$ cat src/rtl/eth_rx_pkg.sv
// eth_rx_pkg: shared MII receive deframer state encoding and nibble constants
package eth_rx_pkg;

    typedef enum logic [2:0] {
        ST_IDLE,
        ST_PRE,
        ST_DATA_LO,
        ST_DATA_HI,
        ST_DROP
    } rx_state_e;

    localparam logic [3:0] PREAMBLE_NIB = 4'h5;
    localparam logic [3:0] SFD_NIB      = 4'hD;

endpackage

$ cat src/rtl/rx_mii_deframer.sv
// rx_mii_deframer: strips MII preamble/SFD and packs nibbles into a framed byte stream
module rx_mii_deframer
    import eth_rx_pkg::*;
#(
    parameter int MIN_PRE_NIB = 1,
    parameter int MAX_LEN     = 1518,
    parameter int LEN_W       = 16
) (
    input  logic             mrx_clk_pad_i,
    input  logic             rx_rst_n,
    input  logic [3:0]       mrxd_pad_i,
    input  logic             mrxdv_pad_i,
    input  logic             mrxerr_pad_i,
    output logic [7:0]       rx_data_o,
    output logic             rx_valid_o,
    output logic             rx_sof_o,
    output logic             rx_eof_o,
    output logic [LEN_W-1:0] rx_len_o,
    output logic             rx_err_o,
    output logic             rx_dribble_o,
    output logic             rx_busy_o
);

    localparam int               PRE_W   = $clog2(MIN_PRE_NIB + 1) + 1;
    localparam logic [PRE_W-1:0] PRE_MIN = PRE_W'(MIN_PRE_NIB);
    localparam logic [PRE_W-1:0] PRE_SAT = '1;
    localparam logic [LEN_W-1:0] LEN_SAT = '1;

    rx_state_e        r_state;
    logic [PRE_W-1:0] r_pre_cnt;
    logic [3:0]       r_lo;
    logic [LEN_W-1:0] r_len;
    logic             r_err;
    logic [7:0]       r_data;
    logic             r_valid;
    logic             r_sof;
    logic             r_eof;
    logic [LEN_W-1:0] r_len_out;
    logic             r_err_out;
    logic             r_dribble;
    logic             r_busy;
    logic             w_err_eof;
    logic             w_err_now;

    // Frame error as it stands at end of frame: sticky PHY error, empty or oversize frame
    assign w_err_eof = r_err | (r_len == '0) | (32'(r_len) > MAX_LEN);
    // PHY error only counts while data is valid inside the frame body
    assign w_err_now = r_err | mrxerr_pad_i;

    // Deframer FSM: preamble hunt, nibble packing, end-of-frame status
    always_ff @(posedge mrx_clk_pad_i) begin
        if (!rx_rst_n) begin
            r_state   <= ST_IDLE;
            r_pre_cnt <= '0;
            r_lo      <= '0;
            r_len     <= '0;
            r_err     <= 1'b0;
            r_data    <= '0;
            r_valid   <= 1'b0;
            r_sof     <= 1'b0;
            r_eof     <= 1'b0;
            r_len_out <= '0;
            r_err_out <= 1'b0;
            r_dribble <= 1'b0;
            r_busy    <= 1'b0;
        end else begin
            r_valid <= 1'b0;
            r_sof   <= 1'b0;
            r_eof   <= 1'b0;
            case (r_state)
                ST_IDLE: begin
                    if (mrxdv_pad_i && mrxd_pad_i == PREAMBLE_NIB) begin
                        r_state   <= ST_PRE;
                        r_pre_cnt <= PRE_W'(1);
                        r_busy    <= 1'b1;
                    end else if (mrxdv_pad_i) begin
                        r_state <= ST_DROP;
                    end
                end
                ST_PRE: begin
                    if (!mrxdv_pad_i) begin
                        r_state <= ST_IDLE;
                        r_busy  <= 1'b0;
                    end else if (mrxd_pad_i == PREAMBLE_NIB) begin
                        r_pre_cnt <= (r_pre_cnt == PRE_SAT) ? r_pre_cnt : r_pre_cnt + 1'b1;
                    end else if (mrxd_pad_i == SFD_NIB && r_pre_cnt >= PRE_MIN) begin
                        r_state <= ST_DATA_LO;
                        r_len   <= '0;
                        r_err   <= 1'b0;
                    end else begin
                        r_state <= ST_DROP;
                        r_busy  <= 1'b0;
                    end
                end
                ST_DATA_LO: begin
                    if (mrxdv_pad_i) begin
                        r_lo    <= mrxd_pad_i;
                        r_err   <= w_err_now;
                        r_state <= ST_DATA_HI;
                    end else begin
                        r_eof     <= 1'b1;
                        r_len_out <= r_len;
                        r_err_out <= w_err_eof;
                        r_dribble <= 1'b0;
                        r_state   <= ST_IDLE;
                        r_busy    <= 1'b0;
                    end
                end
                ST_DATA_HI: begin
                    if (mrxdv_pad_i) begin
                        r_data  <= {mrxd_pad_i, r_lo};
                        r_valid <= 1'b1;
                        r_sof   <= (r_len == '0);
                        r_len   <= (r_len == LEN_SAT) ? r_len : r_len + 1'b1;
                        r_err   <= w_err_now;
                        r_state <= ST_DATA_LO;
                    end else begin
                        r_eof     <= 1'b1;
                        r_len_out <= r_len;
                        r_err_out <= w_err_eof;
                        r_dribble <= 1'b1;
                        r_state   <= ST_IDLE;
                        r_busy    <= 1'b0;
                    end
                end
                ST_DROP: begin
                    if (!mrxdv_pad_i) r_state <= ST_IDLE;
                end
                default: begin
                    r_state <= ST_IDLE;
                    r_busy  <= 1'b0;
                end
            endcase
        end
    end

    assign rx_data_o    = r_data;
    assign rx_valid_o   = r_valid;
    assign rx_sof_o     = r_sof;
    assign rx_eof_o     = r_eof;
    assign rx_len_o     = r_len_out;
    assign rx_err_o     = r_err_out;
    assign rx_dribble_o = r_dribble;
    assign rx_busy_o    = r_busy;

endmodule
$ cat config.mk
export PLATFORM = sky130hd
export DESIGN_NAME = rx_mii_deframer
export DESIGN_NICKNAME = d
export VERILOG_FILES = /design/src/rtl/eth_rx_pkg.sv /design/src/rtl/rx_mii_deframer.sv
export SDC_FILE = /design/constraint.sdc
export NUM_CORES = 1
export LEC_CHECK = 0
export BUFFER_PORTS_ARGS = -buffer_cell sky130_fd_sc_hd__buf_2
export CORE_ASPECT_RATIO = 1.2
export CORE_MARGIN = 1.5
export CORE_UTILIZATION = 55
export DETAILED_ROUTE_END_ITERATION = 7
export GPL_TIMING_DRIVEN = 0
export PLACE_DENSITY = 0.8
export SLEW_MARGIN = 0
export SYNTH_ARGS = -nofsm -noshare
export SYNTH_HDL_FRONTEND = slang
export SYNTH_SLANG_ARGS = --single-unit
$ cat constraint.sdc
create_clock -name mrx_clk_pad_i -period 2.85 [get_ports mrx_clk_pad_i]
set_input_delay 0.285 -clock mrx_clk_pad_i [delete_from_list [all_inputs] [get_ports mrx_clk_pad_i]]
set_output_delay 0.285 -clock mrx_clk_pad_i [all_outputs]
set_load 0.02 [all_outputs]
==> reports/qor.log <==
INFO  run_status     outcome=finished clean
INFO  synthesis      synth_area_per_cell=8.369um^2
INFO  synthesis      synthesis.yosys.warnings=0
INFO  synthesis      yosysTopAreaCell=sky130_fd_sc_hd__dfxtp_1
INFO  synthesis      syn-instance-count=315
INFO  synthesis      synth_cell_type_count=53
INFO  critical_path  cp_max_fanout=10
INFO  synthesis      synth.top_cell.area_share=42.52%
INFO  clocking       tritoncts=yes
INFO  global_route   global_route.usage.total=24.22%
INFO  sta            totalNegativeSetupSlack=0ns
INFO  power_and_ir_drop totalPowerFinal=1.358mW
INFO  power_and_ir_drop max-vdd-ir-drop=0.3199mV
INFO  routing        detail_route.drc_violations=0
INFO  place          hpwl=4.355mm
INFO  floorplanning  fp-row-count=27
INFO  routing        vias_per_cell=5.498
INFO  synthesis      ys_top_cells_by_area=sky130_fd_sc_hd__dfxtp_1, sky130_fd_sc_hd__nand2_1, sky130_fd_sc_hd__a21oi_1, sky130_fd_sc_hd__xnor2_1, sky130_fd_sc_hd__nor2_1
INFO  routing        final_antenna_net_count=0
INFO  synthesis      synth_enable_flop_cells=0
INFO  cells_and_area layout_area_overhead=14.19%
INFO  global_route   largest_net_degree_at_the_start_of_global_routing=19
INFO  cells_and_area layout_common_cells=sky130_fd_sc_hd__nand2_1, sky130_fd_sc_hd__dfxtp_1, sky130_fd_sc_hd__buf_2, sky130_fd_sc_hd__a21oi_1, sky130_fd_sc_hd__nor2_1
INFO  floorplanning  initial_utilization=57.38%
INFO  cells_and_area final_util=65.52%
INFO  global_route   grt_pass1_wl=9.901mm
INFO  synthesis      synth_sequential_area_ratio=42.52%
INFO  clocking       cts.path.max_buffers=2
INFO  critical_path  criticalPathCategory=flip-flop to flip-flop
INFO  global_route   antenna_violations_before_repair=0
INFO  sta            timing.final.max_slew_violations=0
INFO  synthesis      mappedNetlistNets=328
INFO  clocking       cts_resized=0
INFO  floorplanning  core_region_area=0.004594mm^2
INFO  min_path       min_delay_worst_type=input port to flip-flop
INFO  synthesis      async_flop_share=0%
INFO  power_and_ir_drop power-per-cell-area=451.3mW/mm^2
INFO  cells_and_area n_antenna_cell=0
INFO  sta            setup-violations-final=0
INFO  floorplanning  pin_count=38
INFO  power_and_ir_drop cellLeakagePower=1.163nW
INFO  clocking       ctsRootBufferMaster=sky130_fd_sc_hd__clkbuf_8
INFO  routing        routed-via-count=2298
INFO  clocking       cts.sinks=56
INFO  synthesis      synth.cell_area=0.002636mm^2
INFO  routing        routed_wirelength=5.866mm
INFO  clocking       number_of_buffers_added_to_fix_hold_violations_after_cts=0
INFO  critical_path  worstSetupEndpointType=flip-flop
INFO  clocking       h-tree-depth=2
INFO  clocking       worst_setup_hold_path_clk_slew=0.11ns
INFO  critical_path  worstPathArrival=2.34ns
INFO  sta            clock_skews=0.01397ns
INFO  routing        drt_iter0_markers=91
INFO  sta            fin_crit_sh=73.03%
INFO  sta            hold_ws=0.2152ns
INFO  critical_path  startpoint_type=flip-flop
INFO  synthesis      synthFlopType=sky130_fd_sc_hd__dfxtp_1
INFO  floorplanning  die_area=0.005219mm^2
INFO  routing        detail_route.wl_per_cell=14.03um
INFO  cells_and_area layout.cells.most_common=sky130_fd_sc_hd__nand2_1
INFO  sta            tightest_slew=0.6208ns
INFO  routing        drt_first_pass_iters=4
INFO  cells_and_area drive_gt1_share=25.00%
INFO  floorplanning  floorplan.die.width=66.20um
INFO  run            max_cap_viol_count=0
INFO  synthesis      ys_seq_elements=56
INFO  clocking       post_cts_buffers=0
INFO  sta            fmax=480.5MHz
INFO  sta            maxSlewHeadroom=58.62%
INFO  critical_path  worst-r2r-setup-slack=0.77ns
INFO  clocking       insertion_delay=0.32ns
INFO  global_route   final_global_route_overflow_total=0
INFO  critical_path  cp.required=3.11ns
INFO  place          placement.io_buffers=37
INFO  floorplanning  die-height=78.84um
INFO  clocking       cts_buffers=5
INFO  sta            timing.final.crit_period=2.081ns
INFO  place          place_congestion=0.8813
INFO  cells_and_area finalNetCount=372
INFO  sta            rsz0062_at_grt=no
INFO  sta            finalHoldViolCount=0
INFO  global_route   number_of_global_route_vias_before_repair=2227
## path summary, 6_finish.rpt
| path | end | startpoint | cells past startpoint |
|---|---|---|---|
| min | r_err | mrxerr_pad_i | 3 |
| max | r_err | r_len[1] | 7 |
| max reg2reg | r_err | r_len[1] | 7 |
| min reg2reg | rx_len_o[7] | rx_len_o[7] | 2 |
## flip-flops by register name (all words and copies together), names as in the netlist
register / flops
r_len: 16
rx_len_o: 16
r_pre_cnt: 2
rx_valid_o: 1
rx_busy_o: 1
rx_data_o: 8
r_lo: 4
rx_err_o: 1
rx_sof_o: 1
r_state: 3
r_err: 1
rx_eof_o: 1
rx_dribble_o: 1
## per-layer routing
metal	wire length, um	part of all wire [%]	GRT usage, %
met1	2472	42	27.38
met2	3052	52	43.90
met3	202	3.4	4.391
met4	138	2.4	9.796
met5	0	0	0
## worst max-delay path: stages (launching register included)
cell	delay, ns
sky130_fd_sc_hd__dfxtp_1	0.50
sky130_fd_sc_hd__ha_1	0.32
sky130_fd_sc_hd__nand4_2	0.15
sky130_fd_sc_hd__nor4_4	0.47
sky130_fd_sc_hd__or2_4	0.22
sky130_fd_sc_hd__o21ai_2	0.08
sky130_fd_sc_hd__buf_6	0.16
sky130_fd_sc_hd__nor2_2	0.10
## cells in the mapped netlist, types with 2 or more instances
library cell               number
sky130_fd_sc_hd__nor4_1         2
sky130_fd_sc_hd__nand4_2        2
sky130_fd_sc_hd__clkbuf_1       5
sky130_fd_sc_hd__ha_1           5
sky130_fd_sc_hd__a21oi_1       37
sky130_fd_sc_hd__nor2_2        10
sky130_fd_sc_hd__nand2_1       67
sky130_fd_sc_hd__nor4_2         2
sky130_fd_sc_hd__inv_1          7
sky130_fd_sc_hd__nand4_1        8
sky130_fd_sc_hd__nor4b_1        2
sky130_fd_sc_hd__xnor2_1       11
sky130_fd_sc_hd__o21ai_0        9
sky130_fd_sc_hd__and4b_1        2
sky130_fd_sc_hd__nor3_1        12
sky130_fd_sc_hd__nand3_1        2
sky130_fd_sc_hd__dfxtp_1       56
sky130_fd_sc_hd__buf_2         11
sky130_fd_sc_hd__or4_1          2
sky130_fd_sc_hd__nor2_1        18
sky130_fd_sc_hd__and2_1         4
sky130_fd_sc_hd__and3_1         3
sky130_fd_sc_hd__buf_6          6
sky130_fd_sc_hd__nand2b_1       3
## kinds of logic after synthesis
logic type               after synthesis  synth area share (%)
AO/OA/AOI/OAI                         60                 13.72
XOR/XNOR                              11                 3.654
adder cells (fa/ha/maj)                5                 2.373
buffers and inverters                 30                 6.502
flip-flops                            56                 42.53
AND/OR/NAND/NOR                      153                 31.23
## per-stage QoR
step | instance area [um^2] | worst slack, ns | instances
after CTS | 3010 | 0.7701 | 418
after global routing | 3010 | 0.5840 | 418
after global placement | 2894 | 0.8334 | 410
after floorplan | 2636 | 1.069 | 315
final | 3010 | 0.7688 | 418
after detailed placement | 2894 | 0.8096 | 410
## layout make-up
type	instances	area (um^2)
buffer	23	145.1
clock buffer	5	68.82
clock inverter	3	47.55
fill	420	1584
inverter	7	26.28
multi-input combinational	229	1344
sequential	56	1121
tap	58	72.57
timing repair buffer	37	185.2
## power breakdown
part	total (mW)	internal, mW	switching (mW)
Combinational	0.0412	0.0132	0.0279
Clock	0.533	0.265	0.268
Sequential	0.784	0.783	0.000750
Total	1.36	1.06	0.297
(Power assumes the default switching activity.)
